**config.mk**
```make
export PLATFORM = sky130hd
export DESIGN_NAME = uart_rx_sipo
export DESIGN_NICKNAME = d
export VERILOG_FILES = /design/src/rtl/uart_rx_sipo_pkg.sv /design/src/rtl/uart_rx_sync.sv /design/src/rtl/uart_rx_sipo.sv
export SDC_FILE = /design/constraint.sdc
export NUM_CORES = 1
export LEC_CHECK = 0
export ABC_CLOCK_PERIOD_IN_PS = 3500
export BUFFER_PORTS_ARGS = -buffer_cell sky130_fd_sc_hd__buf_2
export CAP_MARGIN = 40
export CORE_MARGIN = 2
export CORE_UTILIZATION = 40
export CTS_BUF_LIST = sky130_fd_sc_hd__clkbuf_4 sky130_fd_sc_hd__clkbuf_8
export CTS_CLUSTER_DIAMETER = 50
export DETAILED_ROUTE_END_ITERATION = 8
export GPL_TIMING_DRIVEN = 1
export HOLD_SLACK_MARGIN = 0.03
export PLACE_DENSITY = 0.68
export SYNTH_ARGS = -nofsm -noshare
export SYNTH_HDL_FRONTEND = slang
export SYNTH_SLANG_ARGS = --single-unit
```
**constraint.sdc**
```tcl
create_clock -name clk -period 3.5 [get_ports clk]
set_input_delay 0.35 -clock clk [delete_from_list [all_inputs] [get_ports clk]]
set_output_delay 0.35 -clock clk [all_outputs]
set_load 0.02 [all_outputs]
```
**src/rtl/uart_rx_sipo_pkg.sv**
```systemverilog
// Shared UART receive definitions: parity codes, FSM encoding, frame config and parity check.
package uart_rx_sipo_pkg;

   localparam int OVERSAMPLE_DEF = 16;

   localparam logic [1:0] PAR_NONE0 = 2'b00;
   localparam logic [1:0] PAR_ODD   = 2'b01;
   localparam logic [1:0] PAR_EVEN  = 2'b10;
   localparam logic [1:0] PAR_NONE1 = 2'b11;

   typedef enum logic [2:0] {
      ST_IDLE   = 3'd0,
      ST_START  = 3'd1,
      ST_DATA   = 3'd2,
      ST_PARITY = 3'd3,
      ST_STOP   = 3'd4,
      ST_BREAK  = 3'd5
   } rx_state_t;

   typedef struct packed {
      logic [1:0] parity_type;
      logic       stop_bits;
      logic       data_length;
   } rx_cfg_t;

   function automatic logic parity_enabled(input logic [1:0] ptype);
      return !((ptype == PAR_NONE0) || (ptype == PAR_NONE1));
   endfunction

   // Unused upper data bits are held at 0, so an 8-bit XOR also covers 7-bit frames.
   function automatic logic parity_err(input logic [1:0] ptype, input logic [7:0] data,
                                       input logic pbit);
      logic result;
      result = 1'b0;
      case (ptype)
         PAR_ODD:  result = ~((^data) ^ pbit);
         PAR_EVEN: result = (^data) ^ pbit;
         default:  result = 1'b0;
      endcase
      return result;
   endfunction

endpackage

```
**src/rtl/uart_rx_sync.sv**
```systemverilog
// Multi-flop synchronizer for the asynchronous rx line; resets to the idle (high) level.
module uart_rx_sync #(
   parameter int STAGES = 2
) (
   input  logic clk,
   input  logic rst_n,
   input  logic d,
   output logic q
);

   logic [STAGES-1:0] sync_q;

   always_ff @(posedge clk or negedge rst_n) begin
      if (!rst_n) begin
         sync_q <= '1;
      end else begin
         sync_q <= {sync_q[STAGES-2:0], d};
      end
   end

   assign q = sync_q[STAGES-1];

endmodule

```
**src/rtl/uart_rx_sipo.sv**
```systemverilog
// UART receiver: 16x oversampled start detect, LSB-first data shift, parity and stop checks.
//
// state     | meaning
// ----------+---------------------------------------------------------------
// ST_IDLE   | line idle, waiting for a low sample on a baud tick
// ST_START  | counting to mid start bit to confirm or reject the start
// ST_DATA   | sampling data bits mid-bit, LSB first
// ST_PARITY | sampling the parity bit
// ST_STOP   | sampling 1 or 2 stop bits, then publishing the byte
// ST_BREAK  | all-zero frame with bad stop: wait for the line to return high
module uart_rx_sipo
   import uart_rx_sipo_pkg::*;
#(
   parameter int OVERSAMPLE  = OVERSAMPLE_DEF,
   parameter int SYNC_STAGES = 2
) (
   input  logic       clk,
   input  logic       rst_n,
   input  logic       baud_tick,
   input  logic       rx_in,
   input  logic [1:0] parity_type,
   input  logic       stop_bits,
   input  logic       data_length,
   output logic [7:0] data_out,
   output logic       rx_valid,
   output logic       parity_error,
   output logic       framing_error,
   output logic       rx_active,
   output logic       rx_done
);

   localparam int TW = $clog2(OVERSAMPLE);
   localparam logic [TW-1:0] TICK_MID  = TW'(OVERSAMPLE / 2 - 1);
   localparam logic [TW-1:0] TICK_LAST = TW'(OVERSAMPLE - 1);

   logic          rx_s;
   rx_state_t     state;
   logic [TW-1:0] tick_cnt;
   logic [2:0]    bit_cnt;
   logic          stop_cnt;
   logic [7:0]    shift_reg;
   rx_cfg_t       cfg_q;
   logic          par_err_q;
   logic          frm_err_q;
   logic          frm_err_nxt;
   logic          bit_mid;
   logic [2:0]    last_bit;

   uart_rx_sync #(
      .STAGES (SYNC_STAGES)
   ) u_sync (
      .clk   (clk),
      .rst_n (rst_n),
      .d     (rx_in),
      .q     (rx_s)
   );

   assign bit_mid     = (tick_cnt == TICK_LAST);
   assign last_bit    = cfg_q.data_length ? 3'd7 : 3'd6;
   assign frm_err_nxt = frm_err_q | ~rx_s;

   always_ff @(posedge clk or negedge rst_n) begin
      if (!rst_n) begin
         state         <= ST_IDLE;
         tick_cnt      <= '0;
         bit_cnt       <= '0;
         stop_cnt      <= 1'b0;
         shift_reg     <= '0;
         cfg_q         <= '0;
         par_err_q     <= 1'b0;
         frm_err_q     <= 1'b0;
         data_out      <= '0;
         rx_valid      <= 1'b0;
         parity_error  <= 1'b0;
         framing_error <= 1'b0;
         rx_active     <= 1'b0;
         rx_done       <= 1'b1;
      end else begin
         rx_valid <= 1'b0;
         if (baud_tick) begin
            case (state)
               ST_IDLE: begin
                  if (!rx_s) begin
                     state     <= ST_START;
                     tick_cnt  <= '0;
                     bit_cnt   <= '0;
                     stop_cnt  <= 1'b0;
                     shift_reg <= '0;
                     par_err_q <= 1'b0;
                     frm_err_q <= 1'b0;
                     cfg_q     <= '{parity_type: parity_type, stop_bits: stop_bits,
                                    data_length: data_length};
                  end
               end

               ST_START: begin
                  if (tick_cnt == TICK_MID) begin
                     tick_cnt <= '0;
                     if (!rx_s) begin
                        state     <= ST_DATA;
                        rx_active <= 1'b1;
                        rx_done   <= 1'b0;
                     end else begin
                        state <= ST_IDLE;
                     end
                  end else begin
                     tick_cnt <= tick_cnt + 1'b1;
                  end
               end

               ST_DATA: begin
                  if (bit_mid) begin
                     tick_cnt           <= '0;
                     shift_reg[bit_cnt] <= rx_s;
                     if (bit_cnt == last_bit) begin
                        bit_cnt <= '0;
                        state   <= parity_enabled(cfg_q.parity_type) ? ST_PARITY : ST_STOP;
                     end else begin
                        bit_cnt <= bit_cnt + 1'b1;
                     end
                  end else begin
                     tick_cnt <= tick_cnt + 1'b1;
                  end
               end

               ST_PARITY: begin
                  if (bit_mid) begin
                     tick_cnt  <= '0;
                     par_err_q <= parity_err(cfg_q.parity_type, shift_reg, rx_s);
                     state     <= ST_STOP;
                  end else begin
                     tick_cnt <= tick_cnt + 1'b1;
                  end
               end

               ST_STOP: begin
                  if (bit_mid) begin
                     tick_cnt  <= '0;
                     frm_err_q <= frm_err_nxt;
                     // Second stop bit is still sampled after a low first one; errors accumulate.
                     if (stop_cnt == cfg_q.stop_bits) begin
                        rx_valid      <= 1'b1;
                        data_out      <= shift_reg;
                        parity_error  <= par_err_q;
                        framing_error <= frm_err_nxt;
                        rx_active     <= 1'b0;
                        rx_done       <= 1'b1;
                        state         <= (frm_err_nxt && (shift_reg == 8'h00)) ? ST_BREAK
                                                                               : ST_IDLE;
                     end else begin
                        stop_cnt <= 1'b1;
                     end
                  end else begin
                     tick_cnt <= tick_cnt + 1'b1;
                  end
               end

               ST_BREAK: begin
                  if (rx_s) begin
                     state <= ST_IDLE;
                  end
               end

               default: begin
                  state <= ST_IDLE;
               end
            endcase
         end
      end
   end

endmodule
```
Yosys cells after proc, flatten, opt, wreduce, memory -nomap -nowiden
Cells that the tools add are included.
{ "classes": {"n_addsub": 2, "order_cmp": 2, "eq_ne": 22, "muxes": 49, "bitwise": 4, "n_reduce_logical": 22} }
{ "ops": {"columns": ["cell", "n"], "rows": [
  ["3-bit two-way mux", 13],
  ["1-bit two-way mux", 18],
  ["2-bit inequality test (second input constant)", 9],
  ["3-bit one-hot mux with 6 select lines", 1],
  ["8-bit two-way mux", 2],
  ["8-bit one-hot mux with 2 select lines", 1],
  ["4-bit AND reduction", 4],
  ["4-bit two-way mux", 3],
  ["1-bit one-hot mux with 2 select lines", 6],
  ["4-bit one-hot mux with 3 select lines", 1],
  ["9-bit AND reduction", 1],
  ["8-bit bitwise mux", 1],
  ["8-bit zero test", 1],
  ["2-bit nonzero test", 4],
  ["8-bit parity", 1],
  ["3-bit by 2-bit equality test with 1-bit output (second input constant)", 2],
  ["3-bit equality test (second input constant)", 2],
  ["3-bit one-hot mux with 2 select lines", 1],
  ["3-bit AND reduction", 2],
  ["6-bit AND reduction", 1],
  ["5-bit AND reduction", 1],
  ["4-bit by 1-bit adder with 4-bit output (second input constant)", 1],
  ["2-bit equality test (second input constant)", 2],
  ["4-bit by 3-bit equality test with 1-bit output (second input constant)", 1],
  ["other kinds (20)", 22]
]} }
{ "word_totals": {"regBits": 40, "input_bits": 8, "output_inout_bits": 13, "elab_cells": 118} }

Depth between registers and ports, before layout
{ "depth": {"word_depth": 7, "ltp_mapped": 7} }

By module
Synthesis repeated with hierarchy kept, for this count alone.
{ "unflattened": {"cells_unflattened": 216, "hier_area_um2": 2207.1} }
{ "by_module_without_submodules": {"columns": ["module", "n_inst", "cells_per_inst", "area_each_um2", "seq_area_each_um2"], "rows": [
  ["uart_rx_sipo", 1, 214, 2154.6, 952.2],
  ["uart_rx_sync", 1, 2, 52.6, 52.6]
]} }

Worst setup path after synthesis
OpenSTA, ideal clock, no wires.
{ "synth_timing": {"path_kind": "reg2reg", "from": "register tick_cnt[0]", "to": "register state[2]", "setup_ns": 0.121, "arrival_ns": 1.644, "required_time_ns": 3.379, "path_slack_ns": 1.735, "stages_incl_launch_ff": 7, "n_path_buf": 1, "synth_period_minus_slack_ns": 1.765, "path_cell_list": "dfrtp_1 -> ha_1 -> and3_1 -> buf_6 -> a21oi_2 -> or4_1 -> a22o_1"} }
{ "synth_between": {"elab_chain_cells": 3, "elab_cells_between_ends": 7, "cone_classes": "eq/ne (6); reduce/logical (1)"} }
{ "synth_lines": {"columns": ["item", "line_no", "source"], "rows": [
  ["start, declared", "uart_rx_sipo.sv:38", "logic [TW-1:0] tick_cnt;"],
  ["start signal, assigned", "uart_rx_sipo.sv:107", "tick_cnt <= tick_cnt + 1'b1;"],
  ["start signal, assigned", "uart_rx_sipo.sv:122", "tick_cnt <= tick_cnt + 1'b1;"],
  ["start signal, assigned", "uart_rx_sipo.sv:132", "tick_cnt <= tick_cnt + 1'b1;"],
  ["4-bit equality test / 4-bit by 3-bit equality test with 1-bit output (equally long branches)", "uart_rx_sipo.sv:58, uart_rx_sipo.sv:97", null],
  ["2-bit inequality test (no source line)", null, null],
  ["9-bit AND reduction (no source line) *", null, null],
  ["end signal, assigned", "uart_rx_sipo.sv:117", "state <= parity_enabled(cfg_q.parity_type) ? ST_PARITY : ST_STOP;"],
  ["end signal, assigned", "uart_rx_sipo.sv:148", "state <= (frm_err_nxt && (shift_reg == 8'h00)) ? ST_BREAK"],
  ["end, declared", "uart_rx_sipo.sv:37", "rx_state_t state;"]
]} }
Mark *: on every way between the ends. The rest lies on a longest branch, timed or not.
A chain may end at the register's enable or synchronous reset.

Worst setup path in the final report
{ "layout_timing": {"from": "register state[2]", "to": "register state[2]"} }
{ "layout_between": {"elab_chain_cells": 3, "elab_cells_between_ends": 16, "cone_classes": "eq/ne (13); mux (1); reduce/logical (2)"} }
{ "layout_lines": {"columns": ["item", "line_no", "source"], "rows": [
  ["3-bit equality test (tied with other cells)", "uart_rx_sipo.sv:81", "case (state)"],
  ["2-bit by 1-bit inequality test with 1-bit output (no source line) / 2-bit inequality test (equally long branches)", null, null],
  ["9-bit AND reduction (no source line)", null, null]
]} }
Several ways; a longest one is shown, not always the timed one.

==> results.py <==
metrics = {
    "detailed_routing": {
        "drc": 0,
        "drtIter0Drc": 136,
        "via_per_inst": 5.39,
        "ant_nets": 0,
        "drt-total-wl_um": 4120,
        "drt_pass1_iterations": 4,
        "wl_per_cell_um": 13.9,
        "num_vias": 1595,
    },
    "clocking": {
        "worstSkewPairLatency_ns": 0.30,
        "htree_levels": 2,
        "clockRootBuffer": "clkbuf_8",
        "cts_tree": "yes",
        "cts.path.max_buffers": 2,
        "cts.repair.resized": 0,
        "clk_pin_slew_ns": 0.08,
        "cts_sinks": 40,
        "cts_buffers": 5,
    },
    "power_and_ir_drop": {
        "p_leak_nw": 1.12,
        "power.density_nw_per_um2": 628,
        "vdd_drop_max_v": 0.000241,
    },
    "yosys": {
        "synth_common_cells": "dfrtp_1 (37), inv_1 (15), nor2_1 (12)",
        "synthArstFlopShare": 1.00,
        "syn_nets": 224,
        "synth-warning-count": 0,
        "synthFlopType": "dfrtp_1",
        "synth_area_leaders": "dfrtp_1 (42%), ha_1 (4.6%), dfstp_2 (3.6%)",
        "synthesis.area_um2": 2180,
        "yosysMostFrequentCell": "dfrtp_1",
        "syn_inst": 208,
        "synth_cell_types": 51,
        "ys_seq_area_frac": 0.461,
        "ys_ff_latch": 40,
        "synth_edf_count": 0,
        "synth_top_area_share": 0.425,
        "yosys.area.top_type": "dfrtp_1",
        "avgSynthCellArea_um2": 10.5,
    },
    "die": {
        "core_um2": 5170,
        "die_w_um": 77.8,
        "start_util": 0.421,
        "dieArea_um2": 6060,
        "placementRows": 26,
        "io_pins": 21,
        "fp.dieH_um": 77.8,
    },
    "run": {
        "cap_violations": 0,
    },
    "place": {
        "post-place-ws_ns": 1.44,
        "placedCellCount": 287,
        "portBuffers": 20,
        "routabilityCongestion": 0.841,
        "dp_hpwl_um": 2970,
    },
    "timing": {
        "drv_slew": 0,
        "post-route-min-period_ns": 2.12,
        "worst_clock_skew_ns": 0.00967,
        "tns_ns": 0,
        "grt_setup_unrepaired": "no",
        "tightest_slew_ns": 0.486,
        "whs_ns": 0.144,
        "layout_setup_ws_ns": 1.38,
        "final-setup-viol-count": 0,
        "max_freq_mhz": 472,
        "slew_headroom": 0.676,
        "hold_viol_final": 0,
        "finalCritPeriodShare": 0.605,
    },
    "status": {
        "status": "finished, final reports clean",
    },
    "worst_setup_path": {
        "path_max_fanout": 15,
        "arrival_ns": 2.31,
        "required_ns": 3.69,
        "critPathLaunchType": "flip-flop",
        "worstSetupPathType": "flip-flop to flip-flop",
        "cp-end-kind": "flip-flop",
    },
    "global_routing": {
        "antenna_found_initial": 0,
        "first_global_vias": 1420,
        "overflow": 0,
        "grt_usage": 0.148,
        "grt_max_degree": 22,
        "grt_pass1_wl_um": 6960,
    },
    "cells_and_area": {
        "finalCoreUtilization": 0.467,
        "final_cells": 296,
        "diodes": 0,
        "area_delta_synth_final_pct": 10.7,
        "drive_above_1_share": 0.190,
        "fillers": 493,
        "fin_nets": 241,
    },
    "hold_path": {
        "hp-class": "input port to flip-flop",
    },
}
## power breakdown
| part | leakage, nW | switching, mW | internal (mW) |
|---|---|---|---|
| sequential | 0.523 | 0.144 | 0.549 |
| combinational | 0.544 | 0.280 | 0.243 |
| clock | 0.0479 | 0.162 | 0.139 |
## final timing paths
kind,cells past startpoint,startpoint,to,slack [ns]
worst max-delay path,4,state[2],state[2],1.38
worst min-delay path,1,rx_in,u_sync.sync_q[0],0.14
worst max register to register,4,state[2],state[2],1.38
worst min register to register,0,u_sync.sync_q[0],u_sync.sync_q[1],0.36
max in group asynchronous,3,rst_n,par_err_q,2.49
min in group asynchronous,2,rst_n,bit_cnt[0],0.54
## cells by family after synthesis
group           share of synthesized area
xor+xnor                           0.0390
buf+inv                            0.0620
mux                                0.0758
compound gates                      0.158
fa+ha+maj                          0.0459
simple gates                        0.158
flops                               0.461
## metrics by stage
stage	area (um2)	total power, mW
floorplan	2180	1.12
global placement	2290	1.20
detailed placement	2320	1.21
CTS	2410	1.52
global route	2410	1.62
finish	2410	1.52
## layout make-up
cell class | count | area, um2 | area share
inverters | 15 | 56.3 | 0.0233
flip-flops and latches | 40 | 1000 | 0.416
multi-input cells | 141 | 1040 | 0.431
repair buffers | 22 | 138 | 0.0570
clock buffers | 5 | 68.8 | 0.0285
clock inverters | 3 | 18.8 | 0.00778
well taps | 70 | 87.6 | 0.0363
## metal layers
metal	wire, um	track usage	vias to the layer above
li1	-	-	785
met3	204	0.0349	7
met2	1840	0.217	45
met5	0	0	-
met4	70	0.0589	0
met1	2010	0.210	758
## cells in the final DEF, fill, tap and decap left out, types with 6 or more instances in the layout
| cell type | n |
|---|---|
| o21ai_1 | 7 |
| dfrtp_1 | 37 |
| mux2_1 | 7 |
| a21oi_1 | 9 |
| o21ai_0 | 11 |
| ha_1 | 8 |
| nor2_1 | 12 |
| buf_2 | 20 |
| inv_1 | 15 |
| nand2_1 | 10 |
| nand2b_1 | 7 |
| a22o_1 | 6 |
## worst max-delay path: stages, from the launching register on
cell and delay (ns):
dfrtp_1 0.59, or3b_1 0.45, a31oi_1 0.17, or4_1 0.56
a22o_1 0.24
## what timing repair did
item	CTS	global route
endpoints found under the hold margin	13	0
setup buffers	0	0
hold buffers	1	0
(Power assumes the default switching activity.)
